===== config.mk =====
export PLATFORM = sky130hd
export DESIGN_NAME = core_sequencer_flat
export DESIGN_NICKNAME = d
export VERILOG_FILES = /design/src/rtl/core_sequencer_if.sv /design/src/rtl/core_sequencer.sv /design/src/flat_wrapper.sv
export SDC_FILE = /design/constraint.sdc
export NUM_CORES = 1
export LEC_CHECK = 0
export BUFFER_PORTS_ARGS = -buffer_cell sky130_fd_sc_hd__buf_2
export CORE_MARGIN = 2
export CORE_UTILIZATION = 44
export CTS_CLUSTER_DIAMETER = 100
export CTS_CLUSTER_SIZE = 40
export DETAILED_ROUTE_END_ITERATION = 10
export HOLD_SLACK_MARGIN = 0.12
export MAX_ROUTING_LAYER = met4
export PLACE_DENSITY = 0.91
export SLEW_MARGIN = 40
export SYNTH_ARGS = -nofsm -noshare
export SYNTH_HDL_FRONTEND = slang
export SYNTH_SLANG_ARGS = --single-unit

===== constraint.sdc =====
create_clock -name clk -period 2.4 [get_ports clk]
set_input_delay 0.12 -clock clk [delete_from_list [all_inputs] [get_ports clk]]
set_output_delay 0.12 -clock clk [all_outputs]
set_load 0.05 [all_outputs]

===== src/rtl/core_sequencer_if.sv =====
// rtl/core_sequencer_if.sv - sequencer bus: fetch/data handshakes, decoder hooks, strobes
// master = sequencer side, slave = datapath/memory side.
interface core_sequencer_if;
   logic        imem_req;
   logic        imem_ready;
   logic [31:0] imem_rdata;
   logic [31:0] inst;
   logic        dec_illegal;
   logic        branch_taken;
   logic        dmem_req;
   logic        dmem_we;
   logic        dmem_ready;
   logic        rf_we;
   logic        pc_we;
   logic [1:0]  pc_sel;
   logic        retired;
   logic        trap;
   logic [3:0]  trap_cause;
   logic [2:0]  state;
   logic [31:0] instret;

   modport master (
      output imem_req, inst, dmem_req, dmem_we, rf_we, pc_we, pc_sel,
             retired, trap, trap_cause, state, instret,
      input  imem_ready, imem_rdata, dec_illegal, branch_taken, dmem_ready
   );

   modport slave (
      input  imem_req, inst, dmem_req, dmem_we, rf_we, pc_we, pc_sel,
             retired, trap, trap_cause, state, instret,
      output imem_ready, imem_rdata, dec_illegal, branch_taken, dmem_ready
   );
endinterface


===== src/rtl/core_sequencer.sv =====
// rtl/core_sequencer.sv - multi-cycle RV32I control FSM (fetch/decode/exec/mem/wb/trap)
// Optional retired-instruction counter enabled by defining CORE_SEQ_INSTRET_EN.
module core_sequencer (
   input  logic             clk,
   input  logic             reset,
   core_sequencer_if.master bus
);
   typedef enum logic [2:0] {
      S_FETCH  = 3'd0,
      S_DECODE = 3'd1,
      S_EXEC   = 3'd2,
      S_MEM    = 3'd3,
      S_WB     = 3'd4,
      S_TRAP   = 3'd5
   } state_t;

   localparam logic [4:0]  OPC_LOAD   = 5'b00000;
   localparam logic [4:0]  OPC_STORE  = 5'b01000;
   localparam logic [4:0]  OPC_OP     = 5'b01100;
   localparam logic [4:0]  OPC_OP_IMM = 5'b00100;
   localparam logic [4:0]  OPC_LUI    = 5'b01101;
   localparam logic [4:0]  OPC_AUIPC  = 5'b00101;
   localparam logic [4:0]  OPC_JAL    = 5'b11011;
   localparam logic [4:0]  OPC_JALR   = 5'b11001;
   localparam logic [4:0]  OPC_BRANCH = 5'b11000;
   localparam logic [31:0] INST_NOP   = 32'h00000013;

   state_t      state_q, state_d;
   logic [31:0] inst_q, inst_d;

   logic [4:0]  opc;
   logic        is_load, is_store, writes_rd, redirect;
   logic        imem_req, dmem_req, dmem_we, rf_we, pc_we, retired, trap;
   logic [1:0]  pc_sel;
   logic [3:0]  trap_cause;

   assign opc       = inst_q[6:2];
   assign is_load   = (opc == OPC_LOAD);
   assign is_store  = (opc == OPC_STORE);
   assign writes_rd = (inst_q[11:7] != 5'd0) &&
                      (opc == OPC_OP  || opc == OPC_OP_IMM || opc == OPC_LUI  ||
                       opc == OPC_AUIPC || opc == OPC_JAL  || opc == OPC_JALR ||
                       opc == OPC_LOAD);
   assign redirect  = (opc == OPC_JAL) || (opc == OPC_JALR) ||
                      ((opc == OPC_BRANCH) && bus.branch_taken);

   always_ff @(posedge clk) begin
      if (reset) begin
         state_q <= S_FETCH;
         inst_q  <= INST_NOP;
      end else begin
         state_q <= state_d;
         inst_q  <= inst_d;
      end
   end

   // inst only changes on the accepting fetch edge, so it is stable DECODE..WB/TRAP.
   always_comb begin
      state_d    = state_q;
      inst_d     = inst_q;
      imem_req   = 1'b0;
      dmem_req   = 1'b0;
      dmem_we    = 1'b0;
      rf_we      = 1'b0;
      pc_we      = 1'b0;
      pc_sel     = 2'd0;
      retired    = 1'b0;
      trap       = 1'b0;
      trap_cause = 4'd0;
      case (state_q)
         S_FETCH: begin
            imem_req = 1'b1;
            if (bus.imem_ready) begin
               inst_d  = bus.imem_rdata;
               state_d = S_DECODE;
            end
         end
         S_DECODE: state_d = (bus.dec_illegal || inst_q[1:0] != 2'b11) ? S_TRAP : S_EXEC;
         S_EXEC:   state_d = (is_load || is_store) ? S_MEM : S_WB;
         S_MEM: begin
            dmem_req = 1'b1;
            dmem_we  = is_store;
            if (bus.dmem_ready) state_d = S_WB;
         end
         S_WB: begin
            pc_we   = 1'b1;
            retired = 1'b1;
            rf_we   = writes_rd;
            pc_sel  = redirect ? 2'd1 : 2'd0;
            state_d = S_FETCH;
         end
         S_TRAP: begin
            pc_we      = 1'b1;
            pc_sel     = 2'd2;
            trap       = 1'b1;
            trap_cause = 4'd2;
            state_d    = S_FETCH;
         end
         default: state_d = S_FETCH;
      endcase
   end

   assign bus.imem_req   = imem_req;
   assign bus.inst       = inst_q;
   assign bus.dmem_req   = dmem_req;
   assign bus.dmem_we    = dmem_we;
   assign bus.rf_we      = rf_we;
   assign bus.pc_we      = pc_we;
   assign bus.pc_sel     = pc_sel;
   assign bus.retired    = retired;
   assign bus.trap       = trap;
   assign bus.trap_cause = trap_cause;
   assign bus.state      = state_q;

`ifdef CORE_SEQ_INSTRET_EN
   logic [31:0] instret_q;

   always_ff @(posedge clk) begin
      if (reset)        instret_q <= 32'h0;
      else if (retired) instret_q <= instret_q + 32'd1;
   end

   assign bus.instret = instret_q;
`else
   assign bus.instret = 32'h0;
`endif
endmodule


===== src/flat_wrapper.sv =====
// flat-port wrapper written by rule: the top's interface ports become plain ports
module core_sequencer_flat 
  (clk, reset, bus_imem_req, bus_inst, bus_dmem_req, bus_dmem_we, bus_rf_we, bus_pc_we, bus_pc_sel, bus_retired, bus_trap, bus_trap_cause, bus_state, bus_instret, bus_imem_ready, bus_imem_rdata, bus_dec_illegal, bus_branch_taken, bus_dmem_ready);
  core_sequencer_if bus_i ();
  input  logic clk;
  input  logic reset;
  output wire logic [$bits(bus_i.imem_req)-1:0] bus_imem_req;
  output wire logic [$bits(bus_i.inst)-1:0] bus_inst;
  output wire logic [$bits(bus_i.dmem_req)-1:0] bus_dmem_req;
  output wire logic [$bits(bus_i.dmem_we)-1:0] bus_dmem_we;
  output wire logic [$bits(bus_i.rf_we)-1:0] bus_rf_we;
  output wire logic [$bits(bus_i.pc_we)-1:0] bus_pc_we;
  output wire logic [$bits(bus_i.pc_sel)-1:0] bus_pc_sel;
  output wire logic [$bits(bus_i.retired)-1:0] bus_retired;
  output wire logic [$bits(bus_i.trap)-1:0] bus_trap;
  output wire logic [$bits(bus_i.trap_cause)-1:0] bus_trap_cause;
  output wire logic [$bits(bus_i.state)-1:0] bus_state;
  output wire logic [$bits(bus_i.instret)-1:0] bus_instret;
  input wire logic [$bits(bus_i.imem_ready)-1:0] bus_imem_ready;
  input wire logic [$bits(bus_i.imem_rdata)-1:0] bus_imem_rdata;
  input wire logic [$bits(bus_i.dec_illegal)-1:0] bus_dec_illegal;
  input wire logic [$bits(bus_i.branch_taken)-1:0] bus_branch_taken;
  input wire logic [$bits(bus_i.dmem_ready)-1:0] bus_dmem_ready;
  assign bus_imem_req = bus_i.imem_req;
  assign bus_inst = bus_i.inst;
  assign bus_dmem_req = bus_i.dmem_req;
  assign bus_dmem_we = bus_i.dmem_we;
  assign bus_rf_we = bus_i.rf_we;
  assign bus_pc_we = bus_i.pc_we;
  assign bus_pc_sel = bus_i.pc_sel;
  assign bus_retired = bus_i.retired;
  assign bus_trap = bus_i.trap;
  assign bus_trap_cause = bus_i.trap_cause;
  assign bus_state = bus_i.state;
  assign bus_instret = bus_i.instret;
  assign bus_i.imem_ready = bus_imem_ready;
  assign bus_i.imem_rdata = bus_imem_rdata;
  assign bus_i.dec_illegal = bus_dec_illegal;
  assign bus_i.branch_taken = bus_branch_taken;
  assign bus_i.dmem_ready = bus_dmem_ready;
  core_sequencer u_core (.clk(clk), .reset(reset), .bus(bus_i));
endmodule

Word level (Yosys, flattened, before mapping)
Index checks and enable logic that the tools add are counted.
{"block": "word_totals", "input_bits": 38, "out_inout_bits": 80, "word_cells": 51, "regBits": 35}
{"block": "classes", "mux": 15, "reduce_logical": 18, "eq_ne": 16}
{"operator": "== test 5 x 4 -> 1 bit (second input constant)", "n": 3}
{"operator": "== test 5 bit (second input constant)", "n": 3}
{"operator": "2-to-1 mux 3 bit", "n": 4}
{"operator": "case mux 3 bit (4 select lines)", "n": 1}
{"operator": "== test 5 x 3 -> 1 bit (second input constant)", "n": 2}
{"operator": "logical OR 1 bit", "n": 10}
{"operator": "2-to-1 mux 1 bit", "n": 8}
{"operator": "== test 3 x 2 -> 1 bit (second input constant)", "n": 2}
{"operator": "== test 3 bit (second input constant)", "n": 2}
{"operator": "!= test 2 bit (second input constant)", "n": 3}
{"operator": "zero test 5 bit", "n": 1}
{"operator": "nonzero test 5 bit", "n": 1}
{"operator": "case mux 2 bit (2 select lines)", "n": 1}
{"operator": "AND reduction 2 bit", "n": 2}
{"operator": "== test 3 x 1 -> 1 bit (second input constant)", "n": 1}
{"operator": "zero test 3 bit", "n": 1}
{"operator": "logical AND 1 bit", "n": 2}
{"operator": "2-to-1 mux 2 bit", "n": 1}
{"operator": "OR reduction 2 bit", "n": 1}

Longest topological paths before layout
{"block": "logic_depth", "ltp_word": 9, "depth_mapped": 6, "mapped_depth_nobuf": 3}

Worst setup path after synthesis
No wires, ideal clock.
{"block": "synth_timing", "kind": "reg-to-output", "start": "register u_core.state_q[2], in the netlist u_core.bus.state[2]", "end": "output bus_pc_sel[0]", "stages_incl_launch_ff": 5, "setup_slack_ps": -1120, "path_buffers": 1, "required_ps": 2280, "arrival_time_ps": 3400, "cell_sequence": "dfxtp_1 > buf_6 > nor3b_1 > o21ai_0 > nor3_1"}
{"block": "synth_between", "elab_chain_len": 2, "word_cells_on_any_way": 3, "cone_classes": "eq/ne: 2; mux: 1"}
{"item": "from (decl)", "line": "core_sequencer.sv:28", "text": "state_t state_q, state_d;"}
{"item": "from (signal assigned)", "line": "core_sequencer.sv:52", "text": "state_q <= state_d;"}
{"item": "== test 3 bit", "line": "core_sequencer.sv:70", "text": "case (state_q)"}
{"item": "case mux 2 bit (2 select lines) (*)", "line": "core_sequencer.sv:70"}
{"item": "to (decl)", "line": "flat_wrapper.sv:13", "text": "output wire logic [$bits(bus_i.pc_sel)-1:0] bus_pc_sel;"}
Every way passes the cells marked *; elsewhere a longest branch is shown, timed or not.

Worst setup path after layout
Same ends and word-level chain as after synthesis.

==> out/qor.yml <==
antenna_left: 0
synth_edf_count: 0
yosysSeqAreaShare_pct: 40.6
grt_use_total_pct: 20.2
final_cell_mix: "buf_2, nand2_1, conb_1, dfxtp_1, dlygate4sd3_1"
highest_layer: "met4"
fmaxAchievable_mhz: 556
numCtsBuffers: 5
dieHeight_um: 66.6
fin_ws_ns: 0.601
worstPathArrival_ns: 1.68
reg2reg_depth: 3
r2r_slack_ns: 0.85
synthArstFlopShare_pct: 0
num_rows: 22
netlist_area_mm2: 0.00172
rr_endpoint: "u_core.bus.inst[3]$_SDFFE_PP0P_"
yosys_register_bits: 35
grt_max_degree: 33
peakVddDrop_uv: 455
period_share_pct: 75.0
power_w: 0.00191
grt_pass1_wl_um: 6510
die-area_mm2: 0.00444
power_leakage_nw: 1.20
cts_tree: "yes"
r2r-start: "u_core.bus.state[1]$_SDFFE_PP0P_"
route.met3.wl_um: 344
fp.coreArea_mm2: 0.00372
portBuffers: 82
whs_path_depth: 3
synth_cell_types: 32
final_util_pct: 65.5
placed_area_mm2: 0.00200
num_vias: 1758
drive_above_1_share_pct: 29.9
status: "finished clean"
worstHoldStart: "bus_dmem_ready"
dr_wl_met2_um: 2220
cp-end-kind: "output port"
layout.nets: 365
n_antenna_cell: 0
grt_pass1_vias: 1483
p_per_area_mw_per_mm2: 786
drv_slew: 0
fin_area_mm2: 0.00243
path_max_fanout: 11
gp_congestion: 0.787
max_cap_violations: 0
grt_overflow_total: 0
cts-resized-gates: 0
hold-path-endpoint: "u_core.bus.state[0]$_SDFFE_PP0P_"
start_kind: "register"
drt-met1-wl_um: 1690
syn_avg_cell_area_um2: 7.84
vias_per_cell: 4.68
fin_skew_ns: 0.00162
tightest_slew_ns: 0.536
cts-root-buf: "clkbuf_8"
clock_latency_ns: 0.28
postCtsSetupRepairBufs: 0
wire_per_inst_um: 11.6
synth_flop_cell: "dfxtp_1"
cts.htree.levels: 2
rsz0062_at_grt: "false"
min_path_type: "in -> reg"
place_ws_ns: 0.865
setup_viol: 0
dpl.hpwl_um: 2710
syn_inst: 220
drt-initial-drc-count: 142
final_common_cell: "buf_2"
drcViolationCount: 0
start_util_pct: 46.4
slew_headroom_pct: 63.9
dieWidth_um: 66.6
finalHoldViolCount: 0
period_needed_ns: 1.80
io_pins: 118
ctsHoldBuffers: 32
drt-total-wl_um: 4370
clockBufferDepth: 2
cp.required_ns: 2.28
syn_to_final_growth_pct: 41.1
numClockSinks: 35
path_class: "reg -> out"
yosys_warnings: 0
antenna_found_initial: 0
first_pass_iters: 4
clk_pin_slew_worst_paths_ns: 0.07
-- cells in the mapped netlist, types with 2 or more instances --
library cell	count	area share, %
a21oi_1	30	8.7
and2_1	2	0.73
clkbuf_1	3	0.65
o21ai_0	3	0.87
nor3_1	2	0.58
buf_6	5	3.3
inv_1	2	0.44
buf_4	36	16
buf_2	5	1.5
dfxtp_1	35	41
nor2b_1	3	1.1
o22ai_1	2	0.73
nand3b_1	4	1.7
nor2_1	5	1.1
nand2_1	65	14
nand4b_1	2	1.0
-- metal layers --
metal	vias up	global-route usage [%]
met5	-	-
met1	778	22.4
met2	101	33.6
li1	862	-
met4	0	10.2
met3	17	5.24
-- power by group --
group          total [W]  internal [W]  switching [W]
registers       0.000693      0.000639      0.0000545
logic           0.000679      0.000171       0.000508
clock network   0.000540      0.000336       0.000204
total            0.00191       0.00115       0.000766
-- registers in the layout, summed over array words and instances, names as in the netlist --
name / cells
u_core.bus.inst: 32
u_core.bus.state: 3
-- worst max-delay path: stages (launching register included) --
cell,delay (ns)
dfxtp_1,0.54
nor3b_2,0.30
o21ai_0,0.14
nor3_2,0.13
buf_2,0.28
-- worst max-delay path by stage --
stage | start | endpoint | slack (ns)
2_1_floorplan | u_core.bus.state[2]$_SDFFE_PP0P_ | bus_pc_sel[0] | -0.15
3_3_place_gp | u_core.bus.state[0]$_SDFFE_PP0P_ | u_core.bus.inst[2]$_SDFFE_PP0P_ | 0.89
3_5_place_dp | u_core.bus.state[1]$_SDFFE_PP0P_ | u_core.bus.inst[3]$_SDFFE_PP0P_ | 0.87
4_1_cts | u_core.bus.state[2]$_SDFFE_PP0P_ | bus_pc_sel[0] | 0.58
5_1_grt | u_core.bus.inst[2]$_SDFFE_PP0P_ | bus_dmem_we | 0.49
6_report | u_core.bus.state[2]$_SDFFE_PP0P_ | bus_pc_sel[0] | 0.60
-- layout make-up --
cell class,instances,area (um^2)
Clock inverter,2,35.0
Tap cell,48,60.1
Timing Repair Buffer,116,746
Fill cell,319,1280
Inverter,2,7.51
Multi-Input combinational cell,167,802
Clock buffer,6,82.6
Sequential cell,35,701
-- stage by stage --
stage / TNS, ns / std cells / hold WS (ns)
floorplan: -0.147 / 254 / 0.244
global placement: 0 / 336 / 0.335
detailed placement: 0 / 336 / 0.334
CTS: 0 / 376 / 0.157
global route: 0 / 376 / 0.175
finish: 0 / 376 / 0.168
-- cells by family (layout without fill, tap and decap cells) --
group                  count (synthesis)  in the layout  synth area share [%]
and+or+nand+nor                       94             94                  25.8
AOI/OAI and AO/OA                     38             38                  11.7
DFF                                   35             35                  40.6
other                                  1             35                 0.217
buffers and inverters                 52            126                  21.7
Note: power is estimated with default switching activity, not from simulation.
